<file path="config.mk">
export PLATFORM = sky130hd
export DESIGN_NAME = nrzi_rx_decoder
export DESIGN_NICKNAME = d
export VERILOG_FILES = /design/src/rtl/nrzi_pkg.sv /design/src/rtl/nrzi_bit_decode.sv /design/src/rtl/nrzi_rx_decoder.sv
export SDC_FILE = /design/constraint.sdc
export NUM_CORES = 1
export LEC_CHECK = 0
export ABC_AREA = 1
export BUFFER_PORTS_ARGS = -buffer_cell sky130_fd_sc_hd__buf_2
export CAP_MARGIN = 20
export CORE_MARGIN = 2
export CORE_UTILIZATION = 35
export DETAILED_ROUTE_END_ITERATION = 16
export PLACE_DENSITY_LB_ADDON = 0.25
export SLEW_MARGIN = 20
export SYNTH_ARGS = -nofsm -noshare
export SYNTH_HDL_FRONTEND = slang
export SYNTH_SLANG_ARGS = --single-unit
</file>
<file path="constraint.sdc">
create_clock -name clock -period 1.93 [get_ports clock]
set_input_delay 0.193 -clock clock [delete_from_list [all_inputs] [get_ports clock]]
set_output_delay 0.193 -clock clock [all_outputs]
set_load 0.01 [all_outputs]
</file>
<file path="src/rtl/nrzi_pkg.sv">
// -----------------------------------------------------------------------------
// nrzi_pkg
// Shared definitions for the transition-coded line receiver (and the future
// encoder that produces the same line code).
//   state_t            : receiver FSM states
//   SYNC_PAT_DEFAULT   : decoded sync word, LSB-first (bits 0,0,0,0,0,0,0,1)
//   STUFF_LEN_DEFAULT  : run of decoded 1s after which a stuffed 0 is mandatory
//   IDLE_LEVEL         : line level when idle (J state)
// -----------------------------------------------------------------------------
package nrzi_pkg;

  typedef enum logic [1:0] {
    HUNT = 2'd0,
    DATA = 2'd1,
    ERR  = 2'd2
  } state_t;

  localparam logic [7:0] SYNC_PAT_DEFAULT  = 8'h80;
  localparam int         STUFF_LEN_DEFAULT = 6;
  localparam logic       IDLE_LEVEL        = 1'b1;

endpackage : nrzi_pkg

</file>
<file path="src/rtl/nrzi_bit_decode.sv">
// -----------------------------------------------------------------------------
// nrzi_bit_decode
// Converts line samples into decoded bits: a transition decodes to 0, no
// transition decodes to 1. Holds the previous line level.
// Ports:
//   clock    : clock, all state on rising edge
//   rst      : synchronous active-high reset
//   bit_vld  : line_in carries a valid bit-time sample
//   line_in  : sampled line level
//   eop_in   : end-of-packet; drops any coincident sample and restores idle
//   dbit     : decoded bit (meaningful when dbit_vld is high)
//   dbit_vld : a decoded bit is available this cycle
// -----------------------------------------------------------------------------
module nrzi_bit_decode
  import nrzi_pkg::*;
(
  input  logic clock,
  input  logic rst,
  input  logic bit_vld,
  input  logic line_in,
  input  logic eop_in,
  output logic dbit,
  output logic dbit_vld
);

  logic r_prev_line;

  assign dbit     = ~(line_in ^ r_prev_line);
  // eop wins over a simultaneous sample; that sample is never decoded.
  assign dbit_vld = bit_vld & ~eop_in;

  always_ff @(posedge clock) begin
    if (rst) begin
      r_prev_line <= IDLE_LEVEL;
    end else if (eop_in) begin
      // Next packet's sync is decoded relative to the idle level.
      r_prev_line <= IDLE_LEVEL;
    end else if (bit_vld) begin
      r_prev_line <= line_in;
    end
  end

endmodule : nrzi_bit_decode

</file>
<file path="src/rtl/nrzi_rx_decoder.sv">
// -----------------------------------------------------------------------------
// nrzi_rx_decoder
// Transition-coded serial receiver: hunts for the sync word, removes stuffed
// bits, assembles LSB-first words and flags frame boundaries and errors.
// Ports:
//   clock, rst   : clock and synchronous active-high reset
//   bit_vld      : line_in valid this cycle
//   line_in      : sampled line level
//   eop_in       : end-of-packet pulse from the PHY
//   data_out     : last assembled word
//   data_valid   : pulse, data_out is new
//   frame_start  : pulse on sync match
//   frame_end    : pulse on eop_in while receiving data
//   stuff_err    : pulse on a stuffing violation
//   align_err    : pulse when a frame ends with a partial word
//   busy         : high while in DATA or ERR
// All pulses appear one cycle after the triggering input cycle.
// -----------------------------------------------------------------------------
module nrzi_rx_decoder
  import nrzi_pkg::*;
#(
  parameter int         DATA_W    = 8,
  parameter int         STUFF_LEN = STUFF_LEN_DEFAULT,
  parameter logic [7:0] SYNC_PAT  = SYNC_PAT_DEFAULT
) (
  input  logic              clock,
  input  logic              rst,
  input  logic              bit_vld,
  input  logic              line_in,
  input  logic              eop_in,
  output logic [DATA_W-1:0] data_out,
  output logic              data_valid,
  output logic              frame_start,
  output logic              frame_end,
  output logic              stuff_err,
  output logic              align_err,
  output logic              busy
);

  localparam int BCNT_W = $clog2(DATA_W + 1);
  localparam int OCNT_W = $clog2(STUFF_LEN + 1);
  localparam logic [BCNT_W-1:0] LAST_BIT  = BCNT_W'(DATA_W - 1);
  localparam logic [OCNT_W-1:0] STUFF_MAX = OCNT_W'(STUFF_LEN);

  logic w_dbit;
  logic w_dbit_vld;

  nrzi_bit_decode u_bit_decode (
    .clock    (clock),
    .rst      (rst),
    .bit_vld  (bit_vld),
    .line_in  (line_in),
    .eop_in   (eop_in),
    .dbit     (w_dbit),
    .dbit_vld (w_dbit_vld)
  );

  // State registers
  state_t              r_state,       r_state_next;
  logic [7:0]          r_sync_sr,     r_sync_sr_next;
  logic [DATA_W-1:0]   r_word_sr,     r_word_sr_next;
  logic [BCNT_W-1:0]   r_bcnt,        r_bcnt_next;
  logic [OCNT_W-1:0]   r_ones,        r_ones_next;
  logic [DATA_W-1:0]   r_data_out,    r_data_out_next;
  logic                r_data_valid,  r_data_valid_next;
  logic                r_frame_start, r_frame_start_next;
  logic                r_frame_end,   r_frame_end_next;
  logic                r_stuff_err,   r_stuff_err_next;
  logic                r_align_err,   r_align_err_next;
  logic                r_busy;

  // New bit enters at the MSB so the first received bit ends up at the LSB.
  logic [7:0]        w_sync_shift;
  logic [DATA_W-1:0] w_word_shift;
  assign w_sync_shift = {w_dbit, r_sync_sr[7:1]};
  assign w_word_shift = {w_dbit, r_word_sr[DATA_W-1:1]};

  always_comb begin
    r_state_next       = r_state;
    r_sync_sr_next     = r_sync_sr;
    r_word_sr_next     = r_word_sr;
    r_bcnt_next        = r_bcnt;
    r_ones_next        = r_ones;
    r_data_out_next    = r_data_out;
    r_data_valid_next  = 1'b0;
    r_frame_start_next = 1'b0;
    r_frame_end_next   = 1'b0;
    r_stuff_err_next   = 1'b0;
    r_align_err_next   = 1'b0;

    if (eop_in) begin
      if (r_state == DATA) begin
        r_frame_end_next = 1'b1;
        r_align_err_next = (r_bcnt != '0);
      end
      r_state_next   = HUNT;
      r_sync_sr_next = '0;
      r_word_sr_next = '0;
      r_bcnt_next    = '0;
      r_ones_next    = '0;
    end else if (w_dbit_vld) begin
      case (r_state)
        HUNT: begin
          r_sync_sr_next = w_sync_shift;
          if (w_sync_shift == SYNC_PAT) begin
            r_frame_start_next = 1'b1;
            r_state_next       = DATA;
            r_sync_sr_next     = '0;
            r_word_sr_next     = '0;
            r_bcnt_next        = '0;
            // The sync's trailing 1 starts the run toward a mandatory stuff.
            r_ones_next        = OCNT_W'(1);
          end
        end
        DATA: begin
          if (r_ones == STUFF_MAX) begin
            // This bit position must carry a stuffed 0.
            if (w_dbit) begin
              r_stuff_err_next = 1'b1;
              r_state_next     = ERR;
            end else begin
              r_ones_next = '0;
            end
          end else begin
            r_word_sr_next = w_word_shift;
            r_ones_next    = w_dbit ? (r_ones + OCNT_W'(1)) : '0;
            if (r_bcnt == LAST_BIT) begin
              r_data_out_next   = w_word_shift;
              r_data_valid_next = 1'b1;
              r_bcnt_next       = '0;
            end else begin
              r_bcnt_next = r_bcnt + BCNT_W'(1);
            end
          end
        end
        ERR: begin
          // Bits are ignored until eop returns the receiver to HUNT.
        end
        default: begin
          r_state_next = HUNT;
        end
      endcase
    end
  end

  always_ff @(posedge clock) begin
    if (rst) begin
      r_state       <= HUNT;
      r_sync_sr     <= '0;
      r_word_sr     <= '0;
      r_bcnt        <= '0;
      r_ones        <= '0;
      r_data_out    <= '0;
      r_data_valid  <= 1'b0;
      r_frame_start <= 1'b0;
      r_frame_end   <= 1'b0;
      r_stuff_err   <= 1'b0;
      r_align_err   <= 1'b0;
      r_busy        <= 1'b0;
    end else begin
      r_state       <= r_state_next;
      r_sync_sr     <= r_sync_sr_next;
      r_word_sr     <= r_word_sr_next;
      r_bcnt        <= r_bcnt_next;
      r_ones        <= r_ones_next;
      r_data_out    <= r_data_out_next;
      r_data_valid  <= r_data_valid_next;
      r_frame_start <= r_frame_start_next;
      r_frame_end   <= r_frame_end_next;
      r_stuff_err   <= r_stuff_err_next;
      r_align_err   <= r_align_err_next;
      r_busy        <= (r_state_next != HUNT);
    end
  end

  assign data_out    = r_data_out;
  assign data_valid  = r_data_valid;
  assign frame_start = r_frame_start;
  assign frame_end   = r_frame_end;
  assign stuff_err   = r_stuff_err;
  assign align_err   = r_align_err;
  assign busy        = r_busy;

endmodule : nrzi_rx_decoder

</file>
Word level (Yosys, flattened, before mapping) --
Cells that the tools add are included.
Storage, ports and cells: logic and storage cells 68, output and inout port bits 14, bits in registers 40
Cells by class: eq/ne operators 8, muxes and demuxes 23, bitwise gates (word level) 8, $add $sub $neg 2, reduce and logical (&&, ||, !) cells 14
Operators with widths (number):
- $mux W8 | 3
- $pmux W8 S2 | 1
- $mux W3 | 4
- $mux W4 | 3
- $mux W2 | 5
- $reduce_or A5 Y1 | 2
- $eq A8 B8 Y1 const B | 1
- $pmux W4 S2 | 1
- $reduce_and A4 Y1 | 2
- $not A1 Y1 | 6
- $pmux W2 S3 | 1
- $pmux W3 S2 | 1
- $reduce_and A5 Y1 | 1
- $add A4 B1 Y4 const B | 1
- $eq A4 B3 Y1 const B | 1
- $mux W1 | 4
- $ne A2 B2 Y1 const B | 2
- $reduce_bool A2 Y1 | 2
- $reduce_bool A4 Y1 | 1
- $reduce_or A2 Y1 | 2
- $reduce_or A4 Y1 | 1
- $add A3 B1 Y3 const B | 1
- $eq A3 B3 Y1 const B | 1
- $ne A3 B2 Y1 const B | 1
- 7 further kinds | 7

Depth between registers and ports, before layout --
depth in word-level cells 8, mapped depth 9, depth with buffers taken out 9

Modules after synthesis --
Synthesis repeated with hierarchy kept, for this count alone.
Unflattened totals: cell total of the unflattened synthesis 233, area, all modules 1699.1 um2
Modules (own cells, without submodules):
- nrzi_rx_decoder | instances 1, cells an instance 225, area each 1646.6 um2, sequential area each 740.7 um2
- nrzi_bit_decode | instances 1, cells an instance 8, area each 52.6 um2, sequential area each 20.0 um2

Worst setup path after synthesis --
Ideal clock, no wire load.
path type register -> register, from reg r_ones[0], to reg r_bcnt[3], path buffers 1, period minus slack after synthesis 1.380 ns, setup time 0.113 ns, path slack 0.550 ns, data arrival time 1.267 ns, cell stages (with the launch flop) 10, cell sequence dfxtp_1 inv_1 ha_1 nand2_1 inv_1 nand2_2 nand3_4 buf_6 nor2_1 nor2_1
Between the ends: word-level cells in the longest chain between the ends 3
Ends and longest elaborated chain:
- start, declared | line nrzi_rx_decoder.sv:63 | logic [OCNT_W-1:0] r_ones, r_ones_next;
- start signal, assigned | line nrzi_rx_decoder.sv:165 | r_ones <= r_ones_next;
- $eq A3 B3 Y1 | line nrzi_rx_decoder.sv:116 | if (r_ones == STUFF_MAX) begin
- $ne A2 B2 Y1 (no source line)
- $reduce_and A4 Y1 (no source line)
- end signal, assigned | line nrzi_rx_decoder.sv:164 | r_bcnt <= r_bcnt_next;
- end, declared | line nrzi_rx_decoder.sv:62 | logic [BCNT_W-1:0] r_bcnt, r_bcnt_next;
Every way passes these cells. A chain may end at the register's enable or synchronous reset.

Final worst setup path --
from reg r_bcnt[1], to reg r_data_out[0] (netlist: data_out[0])
Between the ends: word-level cells in the longest chain between the ends 2
Ends and longest elaborated chain:
- $eq A4 B3 Y1 | line nrzi_rx_decoder.sv:127 | if (r_bcnt == LAST_BIT) begin
- $reduce_and A5 Y1 (no source line)
- end signal, assigned | line nrzi_rx_decoder.sv:166 | r_data_out <= r_data_out_next;
- end, declared | line nrzi_rx_decoder.sv:64 | logic [DATA_W-1:0] r_data_out, r_data_out_next;
Every way passes these cells.

==> results.cfg <==
[sta]
skew_ns = 0.003681
relSlewSlack = 0.7749
tightest_slew_ns = 0.3373
finalHoldViolCount = 0
fmax_ghz = 0.6627
post-route-period-util = 0.7819
fin_tns_setup_ns = 0
min_period_ns = 1.509
holdWs_ns = 0.1533
drv_slew = 0
setup_viol = 0
rsz0062_at_grt = no

[setup_path]
cp.required_ns = 2.16
path_cells = ha_1, nand2_1, inv_1, nand2_1, nor3_4, buf_4, o21ai_0, nor2_1
path_common_cell = nand2_1
cp-start-kind = flip-flop
cp.arrival_ns = 1.74
path_max_fanout = 10
end_kind = flip-flop
crit_slowest_cell = dfxtp_1
path_delay_family = simple AND/OR/NAND/NOR gates
path_class = reg2reg
crit_buf_inv = 2
cpPeakStageDelay_ns = 0.41

[cts]
insertion_delay_ns = 0.29
htreeDepth = 2
clockRootBuffer = clkbuf_8
hold_buffers = 0
cts.sinks = 38
cts_setup_buffers = 0
path_clk_slew_ns = 0.08
clock_path_buffers = 2
numCtsBuffers = 5
cts_tree = built
cts_resized = 0

[yosys]
avgSynthCellArea_sq_um = 7.604
synth_area_sq_um = 1673
synth_top_area_share = 0.4547
synth-seq-area-share = 0.4547
ys_ff_latch = 38
mappedNetlistNets = 229
synth_top_area_cell = dfxtp_1
ys_warn_count = 0
ys_types = 27
synth_area_leaders = dfxtp_1 (45%), nand2_1 (8.5%), inv_1 (6.5%), nor2_1 (6.5%), a21oi_1 (5.4%)
syn_inst = 220

[detailed_routing]
wl_per_cell_um = 11.34
firstDrtPassIters = 4
via_count = 1439
ant_nets = 0
viasPerCell = 4.829
wl_um = 3378
drc_errors = 0
drt_iter0_drc = 82

[global_routing]
grtUsageTotal = 0.1352
first_global_vias = 1343
overflow = 0
antenna_found_initial = 0
grt_max_degree = 16
grt_pass1_wl_um = 5609

[pwr]
seq_power_share = 0.542
switching_share = 0.2467
power.switching_mw = 0.3644
power_frac_clock = 0.387
power_mw = 1.477
p_int_mw = 1.113
ir_drop_mv = 0.4520
p_per_area_nw_per_um2 = 773.8
p_leak_nw = 0.8726
combPwrFrac = 0.072

[place]
portBuffers = 18
place.gp.congestion = 0.8334
hpwl_um = 2441
post-place-cells = 290

[final_layout]
area_growth_pct = 14.14
drive_gt1_frac = 0.1844
fin_nets = 252
nFillCells = 482
stdcell_count = 298
diodes = 0

[floorplanning]
start_util = 0.3589
die_y_um = 73.14
core_sq_um = 4661
die_area_sq_um = 5349
ios = 19
rows = 25
die_w_um = 73.14

[run]
drv_cap = 0

[min_path]
hold_class = in2reg

[run_status]
status = complete, no violations
layout by cell type, fill, tap and decap left out, types with 2 or more instances in the layout:
cell type,count
inv_1,29
buf_4,3
nor3_1,5
o21ai_0,16
nor2_1,29
nand4_1,5
nand2_2,5
clkbuf_8,6
ha_1,4
nand2_1,38
a21oi_2,2
dfxtp_1,38
a21oi_1,18
nand3_1,14
nand3_4,2
buf_2,18
cell usage after synthesis, drive strengths merged:
master	n
nand2	43
dfxtp	38
inv	31
nor2	31
a21oi	20
o21ai	18
nand3	17
nor3	6
nand4	5
buf	4
ha	4
a21boi	1
clkbuf	1
o211ai	1
power groups by stage:
| stage | logic (mW) | clock network (mW) | registers, mW |
|---|---|---|---|
| 2_1_floorplan | 0.0793 | 0 | 0.819 |
| 3_3_place_gp | 0.107 | 0 | 0.819 |
| 3_5_place_dp | 0.106 | 0 | 0.819 |
| 4_1_cts | 0.106 | 0.592 | 0.800 |
| 5_1_grt | 0.120 | 0.618 | 0.802 |
| 6_report | 0.106 | 0.571 | 0.800 |
kinds of logic after synthesis:
group | synth area share
buffers and inverters | 0.09423
adder cells (fa/ha/maj) | 0.02992
AND/OR/NAND/NOR | 0.2917
flip-flops | 0.4547
AO/OA/AOI/OAI | 0.1294
worst paths after layout:
kind | from | endpoint | slack (ns) | cells past startpoint
setup / recovery | r_bcnt[1]$_SDFFE_PP0P_ | data_out[0]$_SDFFE_PP0P_ | 0.42 | 8
hold / removal | line_in | u_bit_decode.r_prev_line$_SDFFE_PP1P_ | 0.15 | 3
setup reg to reg | r_bcnt[1]$_SDFFE_PP0P_ | data_out[0]$_SDFFE_PP0P_ | 0.42 | 8
hold reg to reg | r_word_sr[1]$_SDFFE_PP0P_ | r_word_sr[1]$_SDFFE_PP0P_ | 0.47 | 2
state kept, by name, indices dropped and copies added (netlist names), 2 cells and up:
signal and flops:
data_out 8, r_bcnt 4, r_ones 3, r_state 2, r_sync_sr 7, r_word_sr 7
tightest hold or removal path, cell delays in order:
cell and delay [ns]:
buf_2 0.10, nand2_1 0.05, o211ai_1 0.07
cell type report:
cell class | count | area [sq um] | area share
clock buffer | 6 | 82.58 | 0.04325
clock inverter | 2 | 12.51 | 0.006553
inverter | 31 | 118.9 | 0.06225
multi-input combinational | 146 | 754.5 | 0.3952
sequential | 38 | 760.7 | 0.3984
tap | 54 | 67.56 | 0.03539
timing repair buffer | 21 | 112.6 | 0.05898
stage by stage:
stage	util	setup slack, ns	instance area, sq um
6_report	0.4097	0.4210	1909
3_5_place_dp	0.3893	0.4128	1814
3_3_place_gp	0.3893	0.4561	1814
2_1_floorplan	-	0.5503	1673
4_1_cts	0.4097	0.4027	1909
5_1_grt	0.4097	0.2575	1909
layer usage:
| layer | vias up | routed length [um] | global-route usage |
|---|---|---|---|
| met2 | 22 | 1535 | 0.2162 |
| met3 | 10 | 118 | 0.03315 |
| met5 | - | 0 | 0 |
| li1 | 754 | - | - |
| met4 | 0 | 102 | 0.07613 |
| met1 | 653 | 1621 | 0.1651 |
Power figures use the tool's default switching activity.
